**config.mk**
```make
export PLATFORM = sky130hd
export DESIGN_NAME = ram_arbiter
export DESIGN_NICKNAME = d
export VERILOG_FILES = /design/src/rtl/ram_arbiter.sv
export SDC_FILE = /design/constraint.sdc
export NUM_CORES = 1
export LEC_CHECK = 0
export BUFFER_PORTS_ARGS = -buffer_cell sky130_fd_sc_hd__buf_2
export CAP_MARGIN = 20
export CORE_ASPECT_RATIO = 0.6
export CORE_UTILIZATION = 35
export DETAILED_ROUTE_END_ITERATION = 8
export MAX_ROUTING_LAYER = met4
export SLEW_MARGIN = 20
export SYNTH_ARGS = -nofsm -noshare
export SYNTH_HDL_FRONTEND = slang
export SYNTH_SLANG_ARGS = --single-unit
export TNS_END_PERCENT = 50
```
**constraint.sdc**
```tcl
create_clock -name clk -period 4.8 [get_ports clk]
set_input_delay 0.24 -clock clk [delete_from_list [all_inputs] [get_ports clk]]
set_output_delay 0.24 -clock clk [all_outputs]
set_load 0.02 [all_outputs]
```
**src/rtl/ram_arbiter.sv**
```systemverilog
// ram_arbiter: two-requester lock-based arbiter and transaction sequencer for a single-port SPI RAM.
// The grant is held for a whole address+data transaction; a stalled owner is released by timeout.
module ram_arbiter #(
  parameter int ADDR_SIZE = 8,
  parameter int TIMEOUT = 16
) (
  input  logic                 clk,
  input  logic                 rst,
  input  logic                 req0_valid,
  input  logic [ADDR_SIZE+1:0] req0_din,
  output logic                 req0_ready,
  output logic [7:0]           req0_dout,
  output logic                 req0_dout_valid,
  input  logic                 req1_valid,
  input  logic [ADDR_SIZE+1:0] req1_din,
  output logic                 req1_ready,
  output logic [7:0]           req1_dout,
  output logic                 req1_dout_valid,
  output logic [ADDR_SIZE+1:0] ram_din,
  output logic                 ram_rx_valid,
  input  logic [7:0]           ram_dout,
  input  logic                 ram_tx_valid,
  output logic                 owner,
  output logic                 busy,
  output logic                 lock_err
);
  localparam int CW = $clog2(TIMEOUT);
  typedef enum logic [1:0] {IDLE, LOCK_WR, LOCK_RD, WAIT_RD} state_t;
  state_t state_q, state_d;
  logic owner_q, owner_d, prio_q, prio_d;
  logic [CW-1:0] cnt_q, cnt_d;
  logic [ADDR_SIZE+1:0] ram_din_q;
  logic ram_rx_q, err_q, dv0_q, dv1_q;
  logic [7:0] dout0_q, dout1_q;
  logic gnt, cur, acc, legal, rd_done, tmo, err, done;
  logic [ADDR_SIZE+1:0] din;
  logic [1:0] op;
  // In IDLE the pointer only breaks ties; otherwise the lock holder is the only candidate
  assign gnt = (req0_valid & req1_valid) ? prio_q : req1_valid;
  assign cur = (state_q == IDLE) ? gnt : owner_q;
  assign din = cur ? req1_din : req0_din;
  assign op = din[ADDR_SIZE+1:ADDR_SIZE];
  always_ff @(posedge clk) begin
    if (rst) begin
      state_q <= IDLE;
      owner_q <= 1'b0;
      prio_q <= 1'b0;
      cnt_q <= '0;
      ram_din_q <= '0;
      ram_rx_q <= 1'b0;
      err_q <= 1'b0;
      dv0_q <= 1'b0;
      dv1_q <= 1'b0;
      dout0_q <= '0;
      dout1_q <= '0;
    end else begin
      state_q <= state_d;
      owner_q <= owner_d;
      prio_q <= prio_d;
      cnt_q <= cnt_d;
      ram_rx_q <= acc & legal;
      if (acc & legal) ram_din_q <= din;
      err_q <= err;
      dv0_q <= rd_done & !owner_q;
      dv1_q <= rd_done & owner_q;
      if (rd_done & !owner_q) dout0_q <= ram_dout;
      if (rd_done & owner_q) dout1_q <= ram_dout;
    end
  end
  always_comb begin
    acc = cur ? req1_valid & req1_ready : req0_valid & req0_ready;
    legal = (state_q == IDLE) ? !op[0] : (state_q == LOCK_WR) ? !op[1] : (state_q == LOCK_RD) ? op[1] : 1'b0;
    rd_done = (state_q == WAIT_RD) & ram_tx_valid;
    tmo = (state_q != IDLE) & !acc & !rd_done & (cnt_q == '0);
    err = (acc & !legal) | tmo;
    done = err | rd_done | (acc & legal & (op == 2'b01));
    state_d = done ? IDLE : acc ? (op[1] ? (op[0] ? WAIT_RD : LOCK_RD) : LOCK_WR) : state_q;
    owner_d = acc ? cur : owner_q;
    prio_d = done ? !cur : prio_q;
    cnt_d = acc ? CW'(TIMEOUT - 1) : ((state_q != IDLE) && (cnt_q != '0)) ? cnt_q - 1'b1 : cnt_q;
  end
  always_comb begin
    req0_ready = (state_q == IDLE) ? req0_valid & !gnt : (state_q != WAIT_RD) & !owner_q;
    req1_ready = (state_q == IDLE) ? gnt : (state_q != WAIT_RD) & owner_q;
    busy = state_q != IDLE;
  end
  assign owner = owner_q;
  assign ram_din = ram_din_q;
  assign ram_rx_valid = ram_rx_q;
  assign lock_err = err_q;
  assign req0_dout = dout0_q;
  assign req1_dout = dout1_q;
  assign req0_dout_valid = dv0_q;
  assign req1_dout_valid = dv1_q;
endmodule

```
==> results of run 1 <==
[cells by family (layout without fill, tap and decap cells)]
family,Yosys count,count (layout),share of synthesized area
DFF,38,38,0.4306
and+or+nand+nor,76,76,0.2075
xor gates and xnor gates,1,1,0.004958
buffers and inverters,17,81,0.04886
AOI/OAI and AO/OA,46,46,0.2025
adders and majority gates,1,1,0.007081
muxes,17,17,0.09844
[how the worst max path moves through the flow]
stage | depth (start not counted) | end | startpoint | slack, ns
after global routing | 6 | ram_din[2] | owner | 2.45
after global placement | 5 | prio_q | state_q[0] | 2.12
after detailed placement | 5 | prio_q | owner | 2.05
after floorplan | 6 | ram_din[0] | owner | 2.96
final | 6 | ram_din[5] | owner | 2.57
after CTS | 5 | prio_q | owner | 2.05
[report_power, final]
group	switching, mW	internal, mW	leakage [nW]
Sequential	0.0314	0.353	0.311
Combinational	0.178	0.121	0.612
Clock	0.106	0.116	0.0482
Total	0.315	0.590	0.971
[synthesized netlist by cell type (2+ instances only)]
library cell,n
nand2_1,40
dfxtp_1,38
a21oi_1,23
nor2_1,15
mux2i_1,14
a211oi_2,10
clkbuf_1,5
inv_1,4
nor3b_1,4
buf_2,3
buf_4,3
nand2b_1,3
a211oi_1,2
mux2_1,2
nand3_1,2
nor4_1,2
o21ai_0,2
[layout by cell type (no fill, tap or decap), types with 2 or more instances in the layout]
cell type	netlist	final
nor4_1	2	2
buf_2	3	66
a21oi_1	23	23
clkbuf_8	0	6
nand2b_1	3	3
nor3b_1	4	4
a211oi_2	10	10
mux2i_1	14	14
mux2_1	2	2
inv_1	4	4
a211oi_1	2	2
nor2_1	15	15
nand3_1	2	2
o21ai_0	2	2
dfxtp_1	38	38
nand2_1	40	40
[worst max-delay path, stage by stage (launching register included)]
cell,delay [ns]
dfxtp_1,0.54
mux2_1,0.21
o221ai_2,0.28
nor4_4,0.62
buf_6,0.25
nor2_1,0.07
a211oi_2,0.18
[registers in the layout, indices dropped and copies added, names as in the netlist, 2 cells and up]
name       count
cnt_q          4
ram_din       10
req0_dout      8
req1_dout      8
state_q        2
[per-layer routing]
metal	GRT usage	part of all wire	vias up
met3	0.04933	0.053	13
met2	0.2221	0.39	37
met4	0.08132	0.019	0
met1	0.2479	0.54	679
met5	-	0	-
li1	-	-	807
[metrics by stage]
stage | utilization | instances
6_report | 0.4713 | 323
5_1_grt | 0.4713 | 323
4_1_cts | 0.4689 | 322
3_5_place_dp | 0.4495 | 314
3_3_place_gp | 0.4495 | 314
2_1_floorplan | - | 196
[area by class of cell]
type	count	area [um^2]
Inverter	5	18.77
Sequential cell	38	760.7
Clock inverter	1	5.005
Clock buffer	7	86.33
Timing Repair Buffer	68	349.1
Multi-Input combinational cell	141	919.6
Tap cell	63	78.83
Fill cell	494	2489
==> key figures, run 1 <==
Outcome
  • Run status: finished, final reports clean

Placement
  • Routability Congestion: 0.7923
  • DP Worst Slack: 2.049 ns
  • Post-DP HPWL: 3068 um
  • I/O Buffers: 66
  • Placed cell areas: 2116 um^2

Die
  • Core Region: 4707 um^2
  • DIE AREA: 5345 um^2
  • DIE HEIGHT: 57.04 um
  • I/O Pins: 67
  • Row count: 19
  • Initial cell density of the core: 0.3753
  • Chip Width: 93.72 um

Power and ir drop
  • Peak VDD IR: 151.0 uV
  • Power Density: 407.7 nW/um^2
  • Overall Power: 0.9044 mW
  • P_leak: 0.9711 nW

Clock tree
  • Post_cts resized: 0
  • Setup Buffers After CTS: 0
  • Bufs on Longest Clock Path: 2
  • Clk sink count: 38
  • TritonCTS clock tree: done
  • Worst skew pair latency: 0.29 ns
  • Root Driver: clkbuf_8
  • Reg clk slew, reported paths: 0.07 ns
  • H-Tree Level Count: 2
  • CTS Buf Count: 5
  • CTS hold repair buffers: 0

Layout
  • Share of layout cells above drive strength 1: 0.3577
  • P&R area growth vs syn: 25.57%
  • Layout Cell Area excl Fill: 2218 um^2
  • Inserted Diodes: 0
  • Nets: 293

Min path
  • Hold Path Class: in -> reg
  • Worst hold path stage count: 3
  • End of the worst hold path: req1_dout[6]
  • Hold_sp: ram_dout[6]

Setup path
  • R2R cell count: 6
  • Worst r2r src: owner
  • CP required: 5.01 ns
  • Worst reg2reg setup slack: 2.57 ns
  • Setup Crit Path Kind: reg -> reg
  • CP Launch Type: flip-flop
  • Worst setup EP type: flip-flop
  • Worst r2r dst: ram_din[5]
  • Worst Path Arrival: 2.44 ns
  • Crit-path max FO: 15

Logic synthesis
  • Post-synth top area share: 0.4306
  • Unique masters post-synth: 41
  • Synthesized area: 1767 um^2
  • Number of synthesized flops with an enable pin: 0
  • Async S/R FF share, synth: 0
  • Sequential share of the synthesized area: 0.4306
  • Yosys reg bits: 38
  • Main area contributors after synthesis: dfxtp_1, nand2_1, mux2i_1
  • Ys flop type: dfxtp_1
  • Syn Inst Count: 196
  • Mapped Nets: 230
  • Synth area leader: dfxtp_1
  • Post-synthesis average cell area: 9.014 um^2
  • Warnings from Yosys: 0

GRT
  • Initial antenna violation count: 0
  • Via count of the first global-routing pass: 1429
  • Gr ovfl total: 0
  • Largest net degree at the start of global routing: 40
  • GRT Overall Usage: 0.1741
  • First-pass GRT wire length: 6865 um

STA
  • Unrepaired setup endpoints after global routing: no
  • Setup slack after layout: 2.569 ns
  • Rel. slew slack: 0.4744
  • Endpoints failing hold: 0
  • Fin crit share: 0.4647
  • Final setup fails: 0
  • Final Skew: 0.005803 ns
  • Final slew viol count: 0
  • Worst-Margin Slew: 0.7883 ns
  • WHS: 0.2020 ns
  • Final Critical Period: 2.231 ns
  • Final setup TNS: 0 ns
  • Fmax: 0.4483 GHz

Drt
  • Via Count: 1536
  • DR pass1 iterations: 4
  • Antenna Nets Post-Route: 0
  • Average wire per standard cell: 13.02 um
  • Vias/cell: 4.755
  • Detailed Route WL: 4207 um
  • Initial drt markers: 92
  • DRC: 0

Job
  • Max-Cap Viols: 0
Power figures use the tool's default switching activity.
==> inputs of run 2 (changes only) <==
==> constraint.sdc (replaced) <==
create_clock -name clk -period 2.05 [get_ports clk]
set_input_delay 0.1025 -clock clk [delete_from_list [all_inputs] [get_ports clk]]
set_output_delay 0.1025 -clock clk [all_outputs]
set_load 0.02 [all_outputs]
==> key figures, run 2 (synthesis gave the netlist of run 1 again) <==
Setup path
  • Worst Path Arrival: 2.07 ns
  • Crit-path cells: mux2i_1 -> mux2_2 -> nor4_4 -> buf_12 -> nor2_1 -> a211oi_1
  • CP Launch Type: flip-flop
  • Slowest cell on crit path: dfxtp_1
  • Setup Crit Path Kind: reg -> reg
  • Crit-path max FO: 20
  • Worst setup EP type: flip-flop
  • CP required: 2.26 ns
  • Worst path max stage delay: 0.47 ns

STA
  • Final Skew: 0.008770 ns
  • Final Critical Period: 1.860 ns
  • Worst-Margin Slew: 0.6453 ns
  • Setup slack after layout: 0.1905 ns
  • Fin crit share: 0.9071
  • WHS: 0.06570 ns
  • Unrepaired setup endpoints after global routing: no
  • Endpoints failing hold: 0
  • Rel. slew slack: 0.5698
  • Final slew viol count: 0
  • Fmax: 0.5378 GHz
  • Final setup fails: 0
  • Final setup TNS: 0 ns

Placement
  • Placed cells: 325
  • Placed cell areas: 2211 um^2
  • Routability Congestion: 0.8243
  • DP Worst Slack: 0.1703 ns
  • Post-DP HPWL: 3139 um
  • I/O Buffers: 66

Die
  • Chip Width: 93.72 um
  • Core Region: 4707 um^2
  • I/O Pins: 67
  • DIE AREA: 5345 um^2
  • Initial cell density of the core: 0.3753
  • DIE HEIGHT: 57.04 um
  • Row count: 19

Outcome
  • Run status: finished, final reports clean

Clock tree
  • TritonCTS clock tree: done
  • CTS hold repair buffers: 0
  • Bufs on Longest Clock Path: 2
  • Clk sink count: 38
  • H-Tree Level Count: 2
  • Worst skew pair latency: 0.29 ns
  • CTS Buf Count: 5
  • Post_cts resized: 0
  • Root Driver: clkbuf_8
  • Setup Buffers After CTS: 0
  • Reg clk slew, reported paths: 0.08 ns

Power and ir drop
  • Power Density: 939.0 nW/um^2
  • Peak VDD IR: 308.4 uV
  • P_leak: 1.024 nW
  • Overall Power: 2.163 mW

Layout
  • Share of layout cells above drive strength 1: 0.3852
  • Nets: 303
  • Post-route insts no fill: 333
  • Largest register FFs: 10
  • P&R area growth vs syn: 30.38%
  • Layout Cell Area excl Fill: 2303 um^2
  • Inserted Diodes: 0
  • Most frequent cells in the layout: buf_2, nand2_1, dfxtp_1
  • Fin util: 0.4894
  • Commonest non-fill, non-tap cell in the layout: buf_2

Drt
  • DRC: 0
  • Antenna Nets Post-Route: 0
  • Initial drt markers: 67
  • Vias/cell: 4.805
  • Via Count: 1600
  • DR pass1 iterations: 4
  • Average wire per standard cell: 12.52 um
  • Detailed Route WL: 4170 um

GRT
  • First-pass GRT wire length: 6941 um
  • Initial antenna violation count: 0
  • GRT Overall Usage: 0.1745
  • Largest net degree at the start of global routing: 32
  • Via count of the first global-routing pass: 1465
  • Gr ovfl total: 0

Min path
  • Hold Path Class: in -> reg

Job
  • Max-Cap Viols: 0
-- run 2: cell type report --
type	count	area (um^2)
fillers	466	2404
multi-input cells	141	919.6
flip-flops and latches	38	762.0
repair buffers	78	432.9
clock buffers	7	86.33
well taps	63	78.83
inverters	5	18.77
clock inverters	1	5.005
-- run 2: worst paths after layout --
check               startpoint            to  slack (ns)  cells after the start
setup / recovery         owner    ram_din[0]        0.19                      6
hold / removal     ram_dout[0]  req0_dout[0]        0.07                      3
setup reg to reg         owner    ram_din[0]        0.19                      6
hold reg to reg   req1_dout[6]  req1_dout[6]        0.45                      2
-- run 2: where the power goes --
group          switching (mW)  total (mW)  internal (mW)
combinational           0.425       0.747          0.321
clock                   0.252       0.523          0.271
sequential             0.0675       0.893          0.826
total                   0.745        2.16           1.42
-- run 2: worst max-delay path: cells and delay by family, from the launching register on --
family | cells | cell delay (ns)
muxes | 2 | 0.60
DFF | 1 | 0.47
and+or+nand+nor | 2 | 0.31
buffers and inverters | 1 | 0.21
AOI/OAI and AO/OA | 1 | 0.20
-- run 2: routing by layer --
layer  global-route usage  routed length (um)  vias to the layer above
li1                     -                   -                      832
met1               0.2555                2265                      726
met2               0.2273                1646                       38
met3              0.05333                 218                        4
met4              0.04615                  39                        0
met5                    -                   0                        -
==> inputs of run 3 (changes only) <==
--- a/config.mk
+++ b/config.mk
@@ -7,10 +7,13 @@
 export LEC_CHECK = 0
 export BUFFER_PORTS_ARGS = -buffer_cell sky130_fd_sc_hd__buf_2
 export CAP_MARGIN = 20
+export CELL_PAD_IN_SITES_DETAIL_PLACEMENT = 1
+export CELL_PAD_IN_SITES_GLOBAL_PLACEMENT = 1
 export CORE_ASPECT_RATIO = 0.6
-export CORE_UTILIZATION = 35
+export CORE_UTILIZATION = 32
 export DETAILED_ROUTE_END_ITERATION = 8
 export MAX_ROUTING_LAYER = met4
+export PLACE_DENSITY_LB_ADDON = 0.1
 export SLEW_MARGIN = 20
 export SYNTH_ARGS = -nofsm -noshare
 export SYNTH_HDL_FRONTEND = slang
==> key figures, run 3 (synthesis gave the netlist of run 1 again) <==
Clock tree
  • Worst skew pair latency: 0.29 ns
  • TritonCTS clock tree: done
  • Reg clk slew, reported paths: 0.07 ns
  • Clk sink count: 38
  • CTS Buf Count: 5
  • Bufs on Longest Clock Path: 2
  • CTS hold repair buffers: 0
  • Root Driver: clkbuf_8
  • H-Tree Level Count: 2

Drt
  • Via Count: 1609
  • Average wire per standard cell: 14.43 um
  • DRC: 4
  • Vias/cell: 4.789
  • Initial drt markers: 38
  • Antenna Nets Post-Route: 0
  • Detailed Route WL: 4847 um
  • DR pass1 iterations: 6

Job
  • Max-Cap Viols: 0

GRT
  • GRT Overall Usage: 0.1811
  • Via count of the first global-routing pass: 1565
  • Gr ovfl total: 0
  • Initial antenna violation count: 0
  • Largest net degree at the start of global routing: 28
  • First-pass GRT wire length: 7797 um

Layout
  • Sequential Area: 762.0 um^2
  • Largest register FFs: 10
  • Commonest non-fill, non-tap cell in the layout: buf_2
  • P&R area growth vs syn: 31.44%
  • Share of layout cells above drive strength 1: 0.3815
  • Inserted Diodes: 0
  • Nets: 303
  • Fillers: 637
  • Most frequent cells in the layout: buf_2, nand2_1, dfxtp_1
  • Multi-input logic area: 928.4 um^2

Setup path
  • Crit-path max FO: 14
  • Worst setup EP type: flip-flop
  • Worst r2r src: state_q[1]
  • Worst Path Arrival: 2.07 ns
  • R2R cell count: 6
  • Worst setup path start: state_q[1]
  • Setup Crit Path Kind: reg -> reg
  • Worst r2r dst: ram_din[1]
  • Worst path max stage delay: 0.41 ns
  • CP required: 2.26 ns
  • Worst reg2reg setup slack: 0.18 ns
  • CP endpoint: ram_din[1]
  • Crit-path cells: nor2_4 -> o221ai_2 -> nor4_4 -> buf_6 -> nor2_1 -> a211oi_2
  • Slowest cell on crit path: dfxtp_1
  • CP Launch Type: flip-flop

STA
  • Fmax: 0.5359 GHz
  • Unrepaired setup endpoints after global routing: no
  • Fin crit share: 0.9102
  • Worst-Margin Slew: 0.6027 ns
  • Rel. slew slack: 0.5982
  • Final setup fails: 0
  • Endpoints failing hold: 0
  • Final setup TNS: 0 ns
  • Final Critical Period: 1.866 ns
  • Final Skew: 0.007465 ns
  • Final slew viol count: 0

Power and ir drop
  • P_leak: 1.027 nW
  • Power Density: 980.8 nW/um^2
  • Sequential share of power: 0.390
  • Switching part of the total power: 0.3353
  • Clock power share: 0.271
  • Peak VDD IR: 416.5 uV
  • Combinational Power Share: 0.339
  • Net Sw Power: 0.7636 mW
  • Overall Power: 2.278 mW
  • Internal power: 1.514 mW

Outcome
  • Run status: finished, violations left
  • Failing checks: design-rule violations

Placement
  • I/O Buffers: 66
  • Post-DP HPWL: 3854 um
  • Routability Congestion: 0.7875

Die
  • Core Region: 5180 um^2
  • DIE HEIGHT: 59.56 um
  • Chip Width: 97.93 um
  • I/O Pins: 67
  • DIE AREA: 5832 um^2
  • Row count: 20
  • Initial cell density of the core: 0.3411

Min path
  • Hold Path Class: in -> reg
-- run 3: final cells by class --
class | instances | share of cell area
clock buffers | 7 | 0.03287
multi-input cells | 141 | 0.3998
well taps | 66 | 0.03556
clock inverters | 1 | 0.01293
repair buffers | 78 | 0.1827
flip-flops and latches | 38 | 0.3281
inverters | 5 | 0.008082
-- run 3: critical path, delay by kind of cell, from the launching register on --
kind            cells  cell delay [ns]
simple gates        3             0.76
flops               1             0.41
buf+inv             1             0.22
compound gates      2             0.40
-- run 3: metrics by stage --
step / worst slack, ns / utilization / instance area (um^2) / hold slack [ns] / instances
floorplan: 0.2092 / - / 1767 / 0.2385 / 196
global placement: 0.1832 / 0.4237 / 2195 / 0.3703 / 327
detailed placement: 0.1270 / 0.4237 / 2195 / 0.3696 / 327
CTS: 0.05356 / 0.4442 / 2301 / 0.05779 / 335
global route: 0.03749 / 0.4483 / 2322 / 0.05765 / 336
finish: 0.1841 / 0.4483 / 2322 / 0.06573 / 336
-- run 3: power by group through the flow --
stage	clock network, mW	logic [mW]	registers [mW]
after floorplan	0	0.474	0.963
after CTS	0.633	0.764	0.888
after detailed placement	0	0.762	0.904
after global routing	0.672	0.846	0.901
final	0.617	0.772	0.888
after global placement	0	0.751	0.905
-- run 3: worst min path at each step --
stage | from | to | cells after the start
6_report | ram_dout[4] | req0_dout[4] | 3
5_1_grt | ram_dout[7] | req1_dout[7] | 3
4_1_cts | ram_dout[4] | req0_dout[4] | 3
3_5_place_dp | ram_dout[4] | req0_dout[4] | 3
3_3_place_gp | ram_dout[4] | req0_dout[4] | 3
2_1_floorplan | ram_dout[0] | req0_dout[0] | 2
-- run 3: metal layers --
metal,track usage,part of all wire,vias up
li1,-,-,826
met4,0.05195,0.0085,0
met2,0.2505,0.40,28
met5,-,0,-
met3,0.04717,0.041,5
met1,0.2559,0.55,750
-- run 3: repair_timing --
action                     CTS  global route
buffers inserted             0             1
resized for setup            0             3
setup endpoints to repair    0             5
